===== config.mk =====
export PLATFORM = sky130hd
export DESIGN_NAME = serial_frame_receiver_flat
export DESIGN_NICKNAME = d
export VERILOG_FILES = /design/src/rtl/serial_frame_receiver_pkg.sv /design/src/rtl/serial_frame_receiver_if.sv /design/src/rtl/serial_frame_receiver_uart_rx_byte.sv /design/src/rtl/serial_frame_receiver.sv /design/src/flat_wrapper.sv
export SDC_FILE = /design/constraint.sdc
export NUM_CORES = 1
export LEC_CHECK = 0
export CORE_MARGIN = 2
export CORE_UTILIZATION = 52
export DETAILED_ROUTE_END_ITERATION = 8
export PLACE_DENSITY = 0.76
export SLEW_MARGIN = 0
export SYNTH_ARGS = -nofsm -noshare
export SYNTH_HDL_FRONTEND = slang
export SYNTH_SLANG_ARGS = --single-unit

===== constraint.sdc =====
create_clock -name clk_12MHz -period 3.5 [get_ports clk_12MHz]
set_input_delay 0.525 -clock clk_12MHz [delete_from_list [all_inputs] [get_ports clk_12MHz]]
set_output_delay 0.525 -clock clk_12MHz [all_outputs]
set_load 0.02 [all_outputs]

===== src/rtl/serial_frame_receiver_pkg.sv =====
// Frame format constants and FSM encodings shared by both ends of the tracker serial link.
package serial_frame_receiver_pkg;

  localparam logic [7:0] HEADER_BYTE         = 8'hA5;
  localparam int         FRAME_PAYLOAD_BYTES = 6;
  localparam int         PAD_BITS            = 7;
  localparam int         DECODED_W           = 17;
  localparam int         TIMESTAMP_W         = 24;
  localparam int         PAYLOAD_W           = 8 * FRAME_PAYLOAD_BYTES;
  localparam int         DEF_CLKS_PER_BIT    = 104;
  localparam int         DEF_TIMEOUT_CLKS    = 2080;

  localparam logic [1:0] BYTE_IDLE  = 2'd0;
  localparam logic [1:0] BYTE_START = 2'd1;
  localparam logic [1:0] BYTE_DATA  = 2'd2;
  localparam logic [1:0] BYTE_STOP  = 2'd3;

  localparam logic [0:0] FRAME_HUNT    = 1'b0;
  localparam logic [0:0] FRAME_PAYLOAD = 1'b1;

endpackage


===== src/rtl/serial_frame_receiver_if.sv =====
// Serial line in and decoded frame out; master is the receiver, slave is its consumer.
interface serial_frame_receiver_if;
  import serial_frame_receiver_pkg::*;

  logic                   rx;
  logic                   data_valid;
  logic [DECODED_W-1:0]   decoded_data;
  logic [TIMESTAMP_W-1:0] timestamp_last_data;
  logic                   frame_error;

  modport master (input rx, output data_valid, decoded_data, timestamp_last_data, frame_error);
  modport slave  (output rx, input data_valid, decoded_data, timestamp_last_data, frame_error);
endinterface


===== src/rtl/serial_frame_receiver_uart_rx_byte.sv =====
// 8N1 byte deserialiser with rx synchroniser; byte_ok/stop_err pulse on the stop-bit sample cycle.
//   state      | meaning
//   BYTE_IDLE  | waiting for high->low edge on synced rx
//   BYTE_START | half-bit wait, then confirm start bit is still low
//   BYTE_DATA  | sampling 8 data bits at bit centres, LSB first
//   BYTE_STOP  | sampling the stop bit
module uart_rx_byte
  import serial_frame_receiver_pkg::*;
#(
  parameter int CLKS_PER_BIT = DEF_CLKS_PER_BIT
) (
  input  logic       clk_12MHz,
  input  logic       reset,
  input  logic       rx,
  output logic [7:0] rx_byte,
  output logic       byte_ok,
  output logic       stop_err
);

  localparam int            TW          = (CLKS_PER_BIT > 2) ? $clog2(CLKS_PER_BIT) : 1;
  localparam logic [TW-1:0] BIT_RELOAD  = TW'(CLKS_PER_BIT - 1);
  localparam logic [TW-1:0] HALF_RELOAD = TW'(CLKS_PER_BIT / 2 - 1);

  logic          rx_meta, rx_sync, rx_prev;
  logic [1:0]    state;
  logic [TW-1:0] timer;
  logic [2:0]    bit_idx;
  logic [7:0]    shift;
  logic          tick;

  assign tick = (timer == '0);

  always_ff @(posedge clk_12MHz or posedge reset) begin
    if (reset) begin
      rx_meta <= 1'b1;
      rx_sync <= 1'b1;
      rx_prev <= 1'b1;
    end else begin
      rx_meta <= rx;
      rx_sync <= rx_meta;
      rx_prev <= rx_sync;
    end
  end

  always_ff @(posedge clk_12MHz or posedge reset) begin
    if (reset) begin
      state   <= BYTE_IDLE;
      timer   <= '0;
      bit_idx <= '0;
      shift   <= '0;
    end else begin
      case (state)
        BYTE_IDLE: begin
          if (rx_prev && !rx_sync) begin
            state <= BYTE_START;
            timer <= HALF_RELOAD;
          end
        end
        BYTE_START: begin
          if (tick) begin
            if (rx_sync) begin
              state <= BYTE_IDLE;
            end else begin
              state   <= BYTE_DATA;
              timer   <= BIT_RELOAD;
              bit_idx <= '0;
            end
          end else begin
            timer <= timer - TW'(1);
          end
        end
        BYTE_DATA: begin
          if (tick) begin
            shift <= {rx_sync, shift[7:1]};
            timer <= BIT_RELOAD;
            if (bit_idx == 3'd7) state <= BYTE_STOP;
            else                 bit_idx <= bit_idx + 3'd1;
          end else begin
            timer <= timer - TW'(1);
          end
        end
        BYTE_STOP: begin
          // Leave immediately so a start edge right after the stop bit is caught.
          if (tick) state <= BYTE_IDLE;
          else      timer <= timer - TW'(1);
        end
        default: state <= BYTE_IDLE;
      endcase
    end
  end

  assign rx_byte  = shift;
  assign byte_ok  = (state == BYTE_STOP) && tick && rx_sync;
  assign stop_err = (state == BYTE_STOP) && tick && !rx_sync;

endmodule


===== src/rtl/serial_frame_receiver.sv =====
// Frame reassembly: header hunt, 6-byte payload collection, inter-byte timeout and output latch.
//   state         | meaning
//   FRAME_HUNT    | discarding bytes until HEADER_BYTE arrives
//   FRAME_PAYLOAD | collecting payload bytes 0..5, MSB byte first
module serial_frame_receiver #(
  parameter int         CLKS_PER_BIT = serial_frame_receiver_pkg::DEF_CLKS_PER_BIT,
  parameter logic [7:0] HEADER_BYTE  = serial_frame_receiver_pkg::HEADER_BYTE,
  parameter int         TIMEOUT_CLKS = serial_frame_receiver_pkg::DEF_TIMEOUT_CLKS
) (
  input logic                     clk_12MHz,
  input logic                     reset,
  serial_frame_receiver_if.master bus
);
  import serial_frame_receiver_pkg::*;

  localparam int             TOW            = $clog2(TIMEOUT_CLKS + 1);
  localparam logic [TOW-1:0] TIMEOUT_RELOAD = TOW'(TIMEOUT_CLKS - 1);
  localparam logic [2:0]     LAST_IDX       = 3'(FRAME_PAYLOAD_BYTES - 1);

  logic [7:0]             rx_byte;
  logic                   byte_ok, stop_err;
  logic [0:0]             state;
  logic [2:0]             byte_idx;
  logic [PAYLOAD_W-9:0]   shift;
  logic [PAYLOAD_W-1:0]   next_word;
  logic [TOW-1:0]         idle_cnt;
  logic                   data_valid_q, frame_error_q;
  logic [DECODED_W-1:0]   decoded_q;
  logic [TIMESTAMP_W-1:0] timestamp_q;

  uart_rx_byte #(.CLKS_PER_BIT(CLKS_PER_BIT)) u_rx_byte (
    .clk_12MHz (clk_12MHz),
    .reset     (reset),
    .rx        (bus.rx),
    .rx_byte   (rx_byte),
    .byte_ok   (byte_ok),
    .stop_err  (stop_err)
  );

  assign next_word = {shift, rx_byte};

  always_ff @(posedge clk_12MHz or posedge reset) begin
    if (reset) begin
      state         <= FRAME_HUNT;
      byte_idx      <= '0;
      shift         <= '0;
      idle_cnt      <= '0;
      data_valid_q  <= 1'b0;
      frame_error_q <= 1'b0;
      decoded_q     <= '0;
      timestamp_q   <= '0;
    end else begin
      data_valid_q  <= 1'b0;
      frame_error_q <= 1'b0;
      case (state)
        FRAME_HUNT: begin
          if (byte_ok && (rx_byte == HEADER_BYTE)) begin
            state    <= FRAME_PAYLOAD;
            byte_idx <= '0;
            shift    <= '0;
            idle_cnt <= TIMEOUT_RELOAD;
          end
        end
        FRAME_PAYLOAD: begin
          if (byte_ok) begin
            shift    <= next_word[PAYLOAD_W-9:0];
            idle_cnt <= TIMEOUT_RELOAD;
            if (byte_idx == LAST_IDX) begin
              state <= FRAME_HUNT;
              if (next_word[PAYLOAD_W-1 -: PAD_BITS] != '0) begin
                frame_error_q <= 1'b1;
              end else begin
                data_valid_q <= 1'b1;
                decoded_q    <= next_word[TIMESTAMP_W +: DECODED_W];
                timestamp_q  <= next_word[TIMESTAMP_W-1:0];
              end
            end else begin
              byte_idx <= byte_idx + 3'd1;
            end
          end else if (stop_err || (idle_cnt == '0)) begin
            frame_error_q <= 1'b1;
            state         <= FRAME_HUNT;
          end else begin
            idle_cnt <= idle_cnt - TOW'(1);
          end
        end
        default: state <= FRAME_HUNT;
      endcase
    end
  end

  assign bus.data_valid          = data_valid_q;
  assign bus.frame_error         = frame_error_q;
  assign bus.decoded_data        = decoded_q;
  assign bus.timestamp_last_data = timestamp_q;

endmodule

===== src/flat_wrapper.sv =====
// flat-port wrapper written by rule: the top's interface ports become plain ports
module serial_frame_receiver_flat import serial_frame_receiver_pkg::*;
#(
  parameter int         CLKS_PER_BIT = serial_frame_receiver_pkg::DEF_CLKS_PER_BIT,
  parameter logic [7:0] HEADER_BYTE  = serial_frame_receiver_pkg::HEADER_BYTE,
  parameter int         TIMEOUT_CLKS = serial_frame_receiver_pkg::DEF_TIMEOUT_CLKS
)
  (clk_12MHz, reset, bus_rx, bus_data_valid, bus_decoded_data, bus_timestamp_last_data, bus_frame_error);
  serial_frame_receiver_if bus_i ();
  input logic clk_12MHz;
  input logic reset;
  input wire logic [$bits(bus_i.rx)-1:0] bus_rx;
  output wire logic [$bits(bus_i.data_valid)-1:0] bus_data_valid;
  output wire logic [$bits(bus_i.decoded_data)-1:0] bus_decoded_data;
  output wire logic [$bits(bus_i.timestamp_last_data)-1:0] bus_timestamp_last_data;
  output wire logic [$bits(bus_i.frame_error)-1:0] bus_frame_error;
  assign bus_i.rx = bus_rx;
  assign bus_data_valid = bus_i.data_valid;
  assign bus_decoded_data = bus_i.decoded_data;
  assign bus_timestamp_last_data = bus_i.timestamp_last_data;
  assign bus_frame_error = bus_i.frame_error;
  serial_frame_receiver #(.CLKS_PER_BIT(CLKS_PER_BIT), .HEADER_BYTE(HEADER_BYTE), .TIMEOUT_CLKS(TIMEOUT_CLKS)) u_core (.clk_12MHz(clk_12MHz), .reset(reset), .bus(bus_i));
endmodule

==> results of run 1 <==
power breakdown:
group | switching (mW) | leakage [nW] | total [mW] | internal (mW)
registers | 0.0584 | 1.68 | 1.52 | 1.46
logic | 0.272 | 1.03 | 0.430 | 0.158
clock network | 0.637 | 0.304 | 1.86 | 1.22
routing by layer:
layer  vias to the layer above  share of wire (%)  GRT usage [%]
met5                         -                  0              0
met1                      1760                 44           26.9
li1                       1619                  -              -
met4                         0                1.4           7.24
met2                        72                 50           34.7
met3                        12                4.3           6.45
worst max-delay path, delay by kind of cell (launching register included):
kind	cells	cell delay, ns
adders and majority gates	1	0.17
buffers and inverters	2	0.39
muxes	1	0.36
and+or+nand+nor	3	1.08
DFF	1	0.39
cells in the mapped netlist, types with 3 or more instances:
| cell type | n |
|---|---|
| nand2_1 | 15 |
| o21ai_1 | 3 |
| dfrtp_1 | 119 |
| a211oi_1 | 5 |
| nand3_1 | 6 |
| nor2_1 | 23 |
| ha_1 | 13 |
| nor3_2 | 3 |
| o21ai_0 | 12 |
| mux2_2 | 49 |
| mux2i_1 | 3 |
| nor3_1 | 4 |
| nor3b_1 | 3 |
| a21oi_1 | 15 |
| buf_4 | 5 |
| a31o_2 | 3 |
| inv_1 | 18 |
| o211ai_1 | 3 |
| buf_2 | 7 |
| nor4_1 | 4 |
| dfstp_2 | 3 |
| o31ai_1 | 3 |
| a22o_1 | 41 |
| nand4_1 | 6 |
| clkbuf_1 | 5 |
| or2_2 | 3 |
registers in the layout, indices dropped and copies added (netlist names), named ones only:
name and count:
u_core.u_rx_byte.rx_byte 8, u_core.state 1, u_core.byte_idx 3, u_core.bus.frame_error 1
u_core.u_rx_byte.rx_sync 1, u_core.u_rx_byte.rx_meta 1, u_core.bus.decoded_data 17, u_core.u_rx_byte.rx_prev 1
u_core.shift 40, u_core.u_rx_byte.timer 7, u_core.bus.timestamp_last_data 24, u_core.bus.data_valid 1
u_core.u_rx_byte.bit_idx 3, u_core.idle_cnt 12, u_core.u_rx_byte.state 1
logic make-up (layout without fill, tap and decap cells):
kind of cell	count (synthesis)	count (layout)	share of synthesized area, %
AOI/OAI and AO/OA	101	101	14.5
muxes	52	52	11.2
adders and majority gates	13	13	3.12
DFF	122	122	58.7
and+or+nand+nor	86	86	9.39
buffers and inverters	36	98	3.12
through the flow:
| stage | util, % | hold WS [ns] | worst slack (ns) | std cells | instance area (sq um) |
|---|---|---|---|---|---|
| finish | 66.1 | 0.356 | 0.978 | 605 | 6430 |
| global route | 66.1 | 0.359 | 0.763 | 605 | 6430 |
| CTS | 66.1 | 0.356 | 0.969 | 605 | 6430 |
| detailed placement | 59.5 | 0.348 | 1.00 | 573 | 5790 |
| global placement | 59.5 | 0.348 | 1.04 | 573 | 5790 |
| floorplan | - | 0.345 | 1.41 | 410 | 5210 |
final timing paths:
path	endpoint	from	cells after the start	slack (ns)
setup / recovery	u_core.bus.timestamp_last_data[2]$_DFFE_PP0P_	u_core.u_rx_byte.timer[0]$_DFFE_PP0P_	7	0.98
hold / removal	u_core.u_rx_byte.rx_sync$_DFF_PP1_	u_core.u_rx_byte.rx_meta$_DFF_PP1_	0	0.36
setup reg to reg	u_core.bus.timestamp_last_data[2]$_DFFE_PP0P_	u_core.u_rx_byte.timer[0]$_DFFE_PP0P_	7	0.98
hold reg to reg	u_core.u_rx_byte.rx_sync$_DFF_PP1_	u_core.u_rx_byte.rx_meta$_DFF_PP1_	0	0.36
max in group asynchronous	u_core.idle_cnt[3]$_DFFE_PP0P_	reset	3	2.51
min in group asynchronous	u_core.shift[25]$_DFFE_PP0P_	reset	3	0.52
area by class of cell:
type / instances / area, sq um
Clock buffer: 20 / 455
Timing Repair Buffer: 48 / 498
Clock inverter: 12 / 186
Inverter: 18 / 71.3
Fill cell: 702 / 3300
Sequential cell: 122 / 3060
Tap cell: 133 / 166
Multi-Input combinational cell: 252 / 1990
==> impl_results.rst, run 1 <==
.. list-table::
   :header-rows: 1

   * - Metric
     - Value
   * - Post-synthesis sequential element count
     - 122
   * - Post-Synthesis Cells
     - 410
   * - Hold buffer count at CTS
     - 0
   * - Number of top-level design ports
     - 46
   * - First-pass iteration count of the detailed router
     - 4
   * - Clk Tree Root Cell
     - clkbuf_8
   * - Final hold vios
     - 0
   * - Clock Sink Count
     - 122
   * - Worst setup EP type
     - register
   * - Area share of the largest cell type after synthesis
     - 57.2%
   * - Most frequent standard cell in the layout excluding fill and tap cells
     - dfrtp_1
   * - Total routing usage reported by global routing
     - 21.2%
   * - Clock transition time at the flip-flop clock pins of the worst setup and hold paths
     - 0.06 ns
   * - Average cell area after synthesis
     - 12.7 sq um
   * - Vertical die dimension
     - 104 microns
   * - Vias in the first global route
     - 3558
   * - Post-cts resize count
     - 0
   * - Fin nets
     - 475
   * - Initial cell density of the core
     - 53.5%
   * - Crit Path Max Fanout
     - 31
   * - Max-Slew Margin vs Limit
     - 39.6%
   * - Static leakage
     - 3.02 nW
   * - Area added between synthesis and finish
     - 23.5%
   * - Sum of overflow across all layers after global routing
     - 0
   * - Type of element launching the critical path
     - register
   * - Async set-reset flop share out of synthesis
     - 100%
   * - Iter 0 DRT Violations
     - 200
   * - Antenna violations before repair
     - 0
   * - WL final
     - 10600 microns
   * - Result of the run
     - complete, no violations
   * - Worst Path Required
     - 3.91 ns
   * - Share of layout cells above drive strength 1
     - 21.6%
   * - Antenna diode count
     - 0
   * - Cell area power density
     - 592 nW/um^2
   * - Number of CTS-inserted buffers
     - 17
   * - Longest individual stage delay on the worst path
     - 0.56 ns
   * - Level count of the clock H-tree
     - 4
   * - Start-to-end type of the worst setup path
     - register to register
   * - Wire length of the first global-routing pass
     - 18100 microns
   * - Top post-synthesis cells by area
     - dfrtp_1 (57%), mux2_2 (11%), a22o_1 (6.9%)
   * - Time the worst path needs with I/O delays and setup
     - 2.52 ns
   * - Total negative setup slack
     - 0 ns
   * - Final antenna-violating net count
     - 0
   * - Average wire length per cell after detail routing
     - 17.5 microns
   * - Portion of the post-synthesis area used by sequential elements
     - 58.7%
   * - X dimension of the die
     - 104 microns
   * - Via-to-Cell Ratio
     - 5.72
   * - Maximum VDD drop
     - 0.420 mV
   * - Total of buffers placed on input and output ports
     - 45
   * - Core region area
     - 9730 sq um
   * - Syn Std Cell Area
     - 5210 sq um
   * - Max-cap violation count
     - 0
   * - Total number of placement rows
     - 36
   * - Yosys synthesis warning count
     - 0
   * - Unrepaired setup endpoints after global routing
     - no
   * - Clock insertion delay at the later pin of the skew report
     - 0.53 ns
   * - Distinct cell type count of the synthesized netlist
     - 55
   * - Number of DRC violations after detailed routing
     - 0
   * - Final Slew Violations
     - 0
   * - Most frequently used flop master after synthesis
     - dfrtp_1
   * - Net count after synthesis
     - 426
   * - Critical path, cell by cell
     - inv_1, ha_1, nor4b_2, nand2_1, nor3_4, buf_12, mux2_2
   * - Total power
     - 3.81 mW
   * - Slowest cell on the critical path
     - nor3_4
   * - Vias post-DR
     - 3463
   * - Top achievable clock speed
     - 0.396 GHz
   * - CTS tree
     - built
   * - Signal arrival time at the worst endpoint
     - 2.93 ns
   * - Synth area leader
     - dfrtp_1
   * - Maximum number of buffers from clock root to sink
     - 2
   * - Die Area
     - 10800 sq um
   * - Detail Placement HPWL
     - 6640 microns
   * - Commonest cells after routing, fill and taps aside
     - dfrtp_1 (119), mux2_2 (49), clkdlybuf4s50_1 (45)
   * - Slew @ Worst Pin
     - 0.906 ns
   * - Largest net degree at the start of global routing
     - 123
   * - Fraction of the cycle the final worst path needs
     - 72.1%
   * - Count of flip-flops with a built-in enable after synthesis
     - 0
   * - Gpl congestion
     - 0.854
   * - Hold WC Path Type
     - register to register
   * - Total setup buffers inserted after CTS
     - 0
   * - Final setup fails
     - 0
   * - Final worst clock skew
     - 0.00863 ns
Power figures use the tool's default switching activity.
==> inputs of run 2 (changes only) <==
--- a/config.mk
+++ b/config.mk
@@ -6,9 +6,9 @@
 export NUM_CORES = 1
 export LEC_CHECK = 0
 export CORE_MARGIN = 2
-export CORE_UTILIZATION = 52
+export CORE_UTILIZATION = 57
 export DETAILED_ROUTE_END_ITERATION = 8
-export PLACE_DENSITY = 0.76
+export PLACE_DENSITY = 0.79
 export SLEW_MARGIN = 0
 export SYNTH_ARGS = -nofsm -noshare
 export SYNTH_HDL_FRONTEND = slang
==> constraint.sdc (replaced) <==
create_clock -name clk_12MHz -period 2.4 [get_ports clk_12MHz]
set_input_delay 0.36 -clock clk_12MHz [delete_from_list [all_inputs] [get_ports clk_12MHz]]
set_output_delay 0.36 -clock clk_12MHz [all_outputs]
set_load 0.02 [all_outputs]
==> impl_results.rst, run 2 (synthesized netlist as in run 1, its figures left out) <==
.. list-table::
   :header-rows: 1

   * - Metric
     - Value
   * - Result of the run
     - complete, no violations
   * - Final Slew Violations
     - 0
   * - Hold buffer count at CTS
     - 0
   * - First-pass iteration count of the detailed router
     - 4
   * - Antenna violations before repair
     - 0
   * - Final antenna-violating net count
     - 0
   * - Number of buffer and inverter instances along the worst setup path
     - 2
   * - Max-cap violation count
     - 0
   * - Level count of the clock H-tree
     - 4
   * - Average wire length per cell after detail routing
     - 17.2 microns
   * - Filler cell count in the final layout
     - 564
   * - Top layer used by detailed routing
     - met4
   * - Vias post-DR
     - 3542
   * - Clock Sink Count
     - 122
   * - Slew @ Worst Pin
     - 0.648 ns
   * - Signal arrival time at the worst endpoint
     - 2.71 ns
   * - Area added between synthesis and finish
     - 23.6%
   * - Initial cell density of the core
     - 59.1%
   * - Clock transition time at the flip-flop clock pins of the worst setup and hold paths
     - 0.06 ns
   * - Sum of routed wire segments on met1
     - 4570 microns
   * - Maximum VDD drop
     - 0.498 mV
   * - Vertical die dimension
     - 99.6 microns
   * - Clock insertion delay at the later pin of the skew report
     - 0.52 ns
   * - Combined area of the multi-input logic cells
     - 2010 sq um
   * - X dimension of the die
     - 99.6 microns
   * - Worst setup EP type
     - register
   * - Share of layout cells above drive strength 1
     - 23.2%
   * - Total of buffers placed on input and output ports
     - 45
   * - Worst Path Required
     - 2.80 ns
   * - Number of DRC violations after detailed routing
     - 0
   * - Final worst clock skew
     - 0.00999 ns
   * - Crit Path Max Fanout
     - 37
   * - Worst Slack Setup Final
     - 0.0847 ns
   * - Static leakage
     - 3.05 nW
   * - Amount of wire on met3 after detailed routing
     - 404 microns
   * - Total routing usage reported by global routing
     - 21.9%
   * - Via-to-Cell Ratio
     - 6.00
   * - Critical path, cell by cell
     - inv_1, ha_1, nor4b_4, nand2_1, or2_2, buf_4, a22o_1
   * - Top achievable clock speed
     - 0.432 GHz
   * - Number of top-level design ports
     - 46
   * - Hold WC Path Type
     - input pin to register
   * - Fraction of the cycle the final worst path needs
     - 96.5%
   * - Largest net degree at the start of global routing
     - 123
   * - Vias in the first global route
     - 3485
   * - Share of the core filled with cells
     - 73.1%
   * - Gpl congestion
     - 0.858
   * - Maximum number of buffers from clock root to sink
     - 2
   * - Detail Placement HPWL
     - 6330 microns
   * - Max reg flops
     - 40
   * - Cell area power density
     - 811 nW/um^2
   * - Slowest cell on the critical path
     - dfrtp_1
   * - Total number of placement rows
     - 34
   * - Sum of overflow across all layers after global routing
     - 0
   * - WL final
     - 10100 microns
   * - Max-Slew Margin vs Limit
     - 56.8%
   * - Longest individual stage delay on the worst path
     - 0.39 ns
   * - Cell area after placement
     - 5860 sq um
   * - Wire length of the first global-routing pass
     - 17000 microns
   * - Fin nets
     - 485
   * - Pre-CTS worst setup slack
     - 0.176 ns
   * - Final setup fails
     - 0
   * - Clk Tree Root Cell
     - clkbuf_8
   * - Iter 0 DRT Violations
     - 216
   * - Time the worst path needs with I/O delays and setup
     - 2.32 ns
   * - Number of CTS-inserted buffers
     - 17
   * - Antenna diode count
     - 0
   * - Die Area
     - 9920 sq um
   * - Register bank with the most flops
     - u_core.shift
   * - Commonest cells after routing, fill and taps aside
     - dfrtp_1 (119), mux2_2 (49), clkdlybuf4s50_1 (45)
   * - Start-to-end type of the worst setup path
     - register to register
   * - Detailed-routed wire length on met2
     - 5010 microns
   * - Type of element launching the critical path
     - register
   * - Final hold vios
     - 0
   * - Sequential cell area
     - 3060 sq um
   * - Final design instance area without fill
     - 6430 sq um
   * - CTS tree
     - built
   * - Core region area
     - 8810 sq um
   * - CP top delay family
     - simple AND/OR/NAND/NOR gates
   * - Most frequent standard cell in the layout excluding fill and tap cells
     - dfrtp_1
-- run 2: cell count changes in the layout (fill, tap and decap cells not counted), moves of 2 or more --
cell       delta
clkinv_4      +2
buf_4         +8
buf_12        +2
bufinv_16     -3
clkinv_2      +2
-- run 2: path summary, 6_finish.rpt --
check | start | to | slack (ns) | depth (start not counted)
setup reg to reg | u_core.u_rx_byte.timer[0]$_DFFE_PP0P_ | u_core.shift[35]$_DFFE_PP0P_ | 0.08 | 7
hold / removal | bus_rx | u_core.u_rx_byte.rx_meta$_DFF_PP1_ | 0.26 | 1
setup / recovery | u_core.u_rx_byte.timer[0]$_DFFE_PP0P_ | u_core.shift[35]$_DFFE_PP0P_ | 0.08 | 7
min in group asynchronous | reset | u_core.bus.timestamp_last_data[17]$_DFFE_PP0P_ | 0.36 | 3
hold reg to reg | u_core.u_rx_byte.rx_meta$_DFF_PP1_ | u_core.u_rx_byte.rx_sync$_DFF_PP1_ | 0.36 | 0
max in group asynchronous | reset | u_core.u_rx_byte.timer[4]$_DFFE_PP0P_ | 1.53 | 3
-- run 2: cell type report --
type | instances | share of cell area (%)
Multi-Input combinational cell | 252 | 31.3
Sequential cell | 122 | 47.5
Tap cell | 108 | 2.10
Clock buffer | 20 | 6.92
Clock inverter | 12 | 1.81
Inverter | 18 | 1.11
Timing Repair Buffer | 58 | 9.29
-- run 2: stage by stage --
| stage | TNS (ns) | total power, mW | std cells | hold slack [ns] |
|---|---|---|---|---|
| after detailed placement | 0 | 2.85 | 558 | 0.348 |
| after global routing | -2.60 | 5.44 | 590 | 0.260 |
| after CTS | 0 | 5.22 | 590 | 0.253 |
| final | 0 | 5.22 | 590 | 0.259 |
| after global placement | 0 | 2.83 | 558 | 0.346 |
| after floorplan | 0 | 2.70 | 410 | 0.345 |
-- run 2: where the power goes --
| part | leakage (nW) | internal, mW | switching, mW | total, mW |
|---|---|---|---|---|
| clock network | 0.272 | 1.44 | 0.926 | 2.36 |
| registers | 1.68 | 2.13 | 0.103 | 2.24 |
| logic | 1.09 | 0.245 | 0.376 | 0.621 |
| total | 3.05 | 3.81 | 1.41 | 5.22 |
-- run 2: layer usage --
layer	vias to the layer above	track usage, %
met5	-	0
met4	0	9.17
met3	13	5.34
met2	104	34.3
met1	1785	29.5
li1	1640	-
-- run 2: timing repair --
| action | CTS | global route |
|---|---|---|
| gates resized for setup | 0 | 3 |
| setup endpoints to repair | 0 | 42 |
| buffers inserted | 0 | 0 |
==> inputs of run 3 (changes only) <==
--- a/config.mk
+++ b/config.mk
@@ -5,10 +5,12 @@
 export SDC_FILE = /design/constraint.sdc
 export NUM_CORES = 1
 export LEC_CHECK = 0
+export ABC_CLOCK_PERIOD_IN_PS = 2400
 export CORE_MARGIN = 2
-export CORE_UTILIZATION = 57
+export CORE_UTILIZATION = 60
 export DETAILED_ROUTE_END_ITERATION = 8
-export PLACE_DENSITY = 0.79
+export DONT_BUFFER_PORTS = 1
+export PLACE_DENSITY = 0.76
 export SLEW_MARGIN = 0
 export SYNTH_ARGS = -nofsm -noshare
 export SYNTH_HDL_FRONTEND = slang
==> impl_results.rst, run 3 (synthesized netlist as in run 1, its figures left out) <==
.. list-table::
   :header-rows: 1

   * - Metric
     - Value
   * - Clock insertion delay at the later pin of the skew report
     - 0.52 ns
   * - WL final
     - 10500 microns
   * - Level count of the clock H-tree
     - 4
   * - Sum of overflow across all layers after global routing
     - 0
   * - Share of total power consumed by net switching
     - 26.9%
   * - Maximum number of buffers from clock root to sink
     - 2
   * - Clock transition time at the flip-flop clock pins of the worst setup and hold paths
     - 0.06 ns
   * - Unrepaired setup endpoints after global routing
     - no
   * - Max-Slew Margin vs Limit
     - 49.6%
   * - Area added between synthesis and finish
     - 15.0%
   * - Hold WC Path Type
     - register to register
   * - Total routing usage reported by global routing
     - 24.0%
   * - Result of the run
     - complete, no violations
   * - X dimension of the die
     - 97.2 microns
   * - Pre-CTS worst setup slack
     - 0.223 ns
   * - Number of DRC violations after detailed routing
     - 0
   * - Worst setup path startpoint
     - u_core.u_rx_byte.timer[0]$_DFFE_PP0P_
   * - Initial cell density of the core
     - 62.7%
   * - Clk Tree Root Cell
     - clkbuf_8
   * - Average wire length per cell after detail routing
     - 19.3 microns
   * - Start-to-end type of the worst setup path
     - register to register
   * - Iter 0 DRT Violations
     - 135
   * - Die Area
     - 9440 sq um
   * - Final antenna-violating net count
     - 0
   * - Signal arrival time at the worst endpoint
     - 2.63 ns
   * - Fin nets
     - 442
   * - Final setup fails
     - 0
   * - Total negative setup slack
     - 0 ns
   * - Maximum VDD drop
     - 0.482 mV
   * - Largest net degree at the start of global routing
     - 48
   * - Antenna violations before repair
     - 0
   * - Final worst clock skew
     - 0.0112 ns
   * - Cell area power density
     - 870 nW/um^2
   * - Total internal power
     - 3.81 mW
   * - Slew @ Worst Pin
     - 0.755 ns
   * - Via-to-Cell Ratio
     - 6.20
   * - Crit Path Max Fanout
     - 16
   * - Most frequent standard cell in the layout excluding fill and tap cells
     - dfrtp_1
   * - Final Slew Violations
     - 0
   * - Clock share of power
     - 45.2%
   * - Share of layout cells above drive strength 1
     - 25.3%
   * - Share of total power in sequential cells
     - 43.0%
   * - Worst setup EP type
     - register
   * - Final hold vios
     - 0
   * - Vertical die dimension
     - 97.2 microns
   * - Fraction of the cycle the final worst path needs
     - 93.7%
   * - Static leakage
     - 2.89 nW
   * - Max reg flops
     - 40
   * - Startpoint of the most critical register-to-register path
     - u_core.u_rx_byte.timer[0]$_DFFE_PP0P_
   * - Total number of placement rows
     - 33
   * - Antenna diode count
     - 0
   * - P_sw
     - 1.40 mW
   * - Wire length of the first global-routing pass
     - 17900 microns
   * - Register bank with the most flops
     - u_core.shift
   * - Worst Path Required
     - 2.78 ns
   * - Max-cap violation count
     - 0
   * - Worst Slack Setup Final
     - 0.152 ns
   * - Number of top-level design ports
     - 46
   * - Clock Sink Count
     - 122
   * - Number of CTS-inserted buffers
     - 17
   * - Combinational group share of total power
     - 11.8%
   * - Time the worst path needs with I/O delays and setup
     - 2.25 ns
   * - Top achievable clock speed
     - 0.445 GHz
   * - Min-delay src
     - u_core.u_rx_byte.rx_meta$_DFF_PP1_
   * - CTS tree
     - built
   * - Gpl congestion
     - 0.842
   * - Type of element launching the critical path
     - register
   * - Total of buffers placed on input and output ports
     - 0
   * - Core region area
     - 8300 sq um
   * - Vias in the first global route
     - 3502
   * - Vias post-DR
     - 3369
   * - Commonest cells after routing, fill and taps aside
     - dfrtp_1 (119), mux2_2 (49), a22o_1 (41)
   * - Total power
     - 5.21 mW
   * - First-pass iteration count of the detailed router
     - 4
   * - Detail Placement HPWL
     - 6550 microns
-- run 3: final cells by class --
class                   instances  area, sq um
flip-flops and latches        122         3060
fillers                       521         2310
multi-input cells             252         2000
clock buffers                  19          442
repair buffers                 15          168
well taps                     105          131
clock inverters                12          115
inverters                      18         71.3
-- run 3: power groups by stage --
stage	Sequential (mW)	Clock (mW)	Combinational, mW
floorplan	2.23	0	0.466
global placement	2.25	0	0.579
detailed placement	2.26	0	0.596
CTS	2.22	2.39	0.610
global route	2.25	2.49	0.704
finish	2.24	2.36	0.616
-- run 3: what timing repair did --
action | in CTS | in global routing
hold endpoints to repair | 29 | 0
setup buffers | 0 | 0
endpoints found under the setup margin | 0 | 16
gates resized for setup | 0 | 1
hold buffers | 2 | 0
-- run 3: worst paths after layout --
check | endpoint | slack (ns) | cells after the start
hold reg to reg | u_core.u_rx_byte.rx_sync$_DFF_PP1_ | 0.35 | 0
max in group asynchronous | u_core.u_rx_byte.rx_prev$_DFF_PP1_ | 1.22 | 3
min in group asynchronous | u_core.shift[37]$_DFFE_PP0P_ | 0.42 | 2
hold / removal | u_core.u_rx_byte.rx_sync$_DFF_PP1_ | 0.35 | 0
setup reg to reg | u_core.idle_cnt[10]$_DFFE_PP0P_ | 0.15 | 7
setup / recovery | u_core.idle_cnt[10]$_DFFE_PP0P_ | 0.15 | 7
-- run 3: worst max-delay path, stage by stage, from the launching register on --
cell,delay (ns)
dfrtp_1,0.40
inv_1,0.11
ha_1,0.20
or4b_4,0.51
nor3_2,0.20
o221a_2,0.41
a31o_2,0.22
a21oi_1,0.06
-- run 3: routing by layer --
layer	up-vias	routed length, microns	share of wire [%]	GRT usage, %
met4	0	227	2.2	11.3
met5	-	0	0	0
li1	1556	-	-	-
met3	24	391	3.7	5.61
met2	92	5290	50	38.4
met1	1697	4570	44	31.2
-- run 3: through the flow --
step / cells / instance area, sq um / util [%] / hold slack [ns]
CTS: 543 / 5980 / 72.0 / 0.350
finish: 543 / 5990 / 72.1 / 0.350
global placement: 510 / 5400 / 65.1 / 0.346
detailed placement: 510 / 5400 / 65.1 / 0.348
floorplan: 410 / 5210 / - / 0.345
global route: 543 / 5990 / 72.1 / 0.352
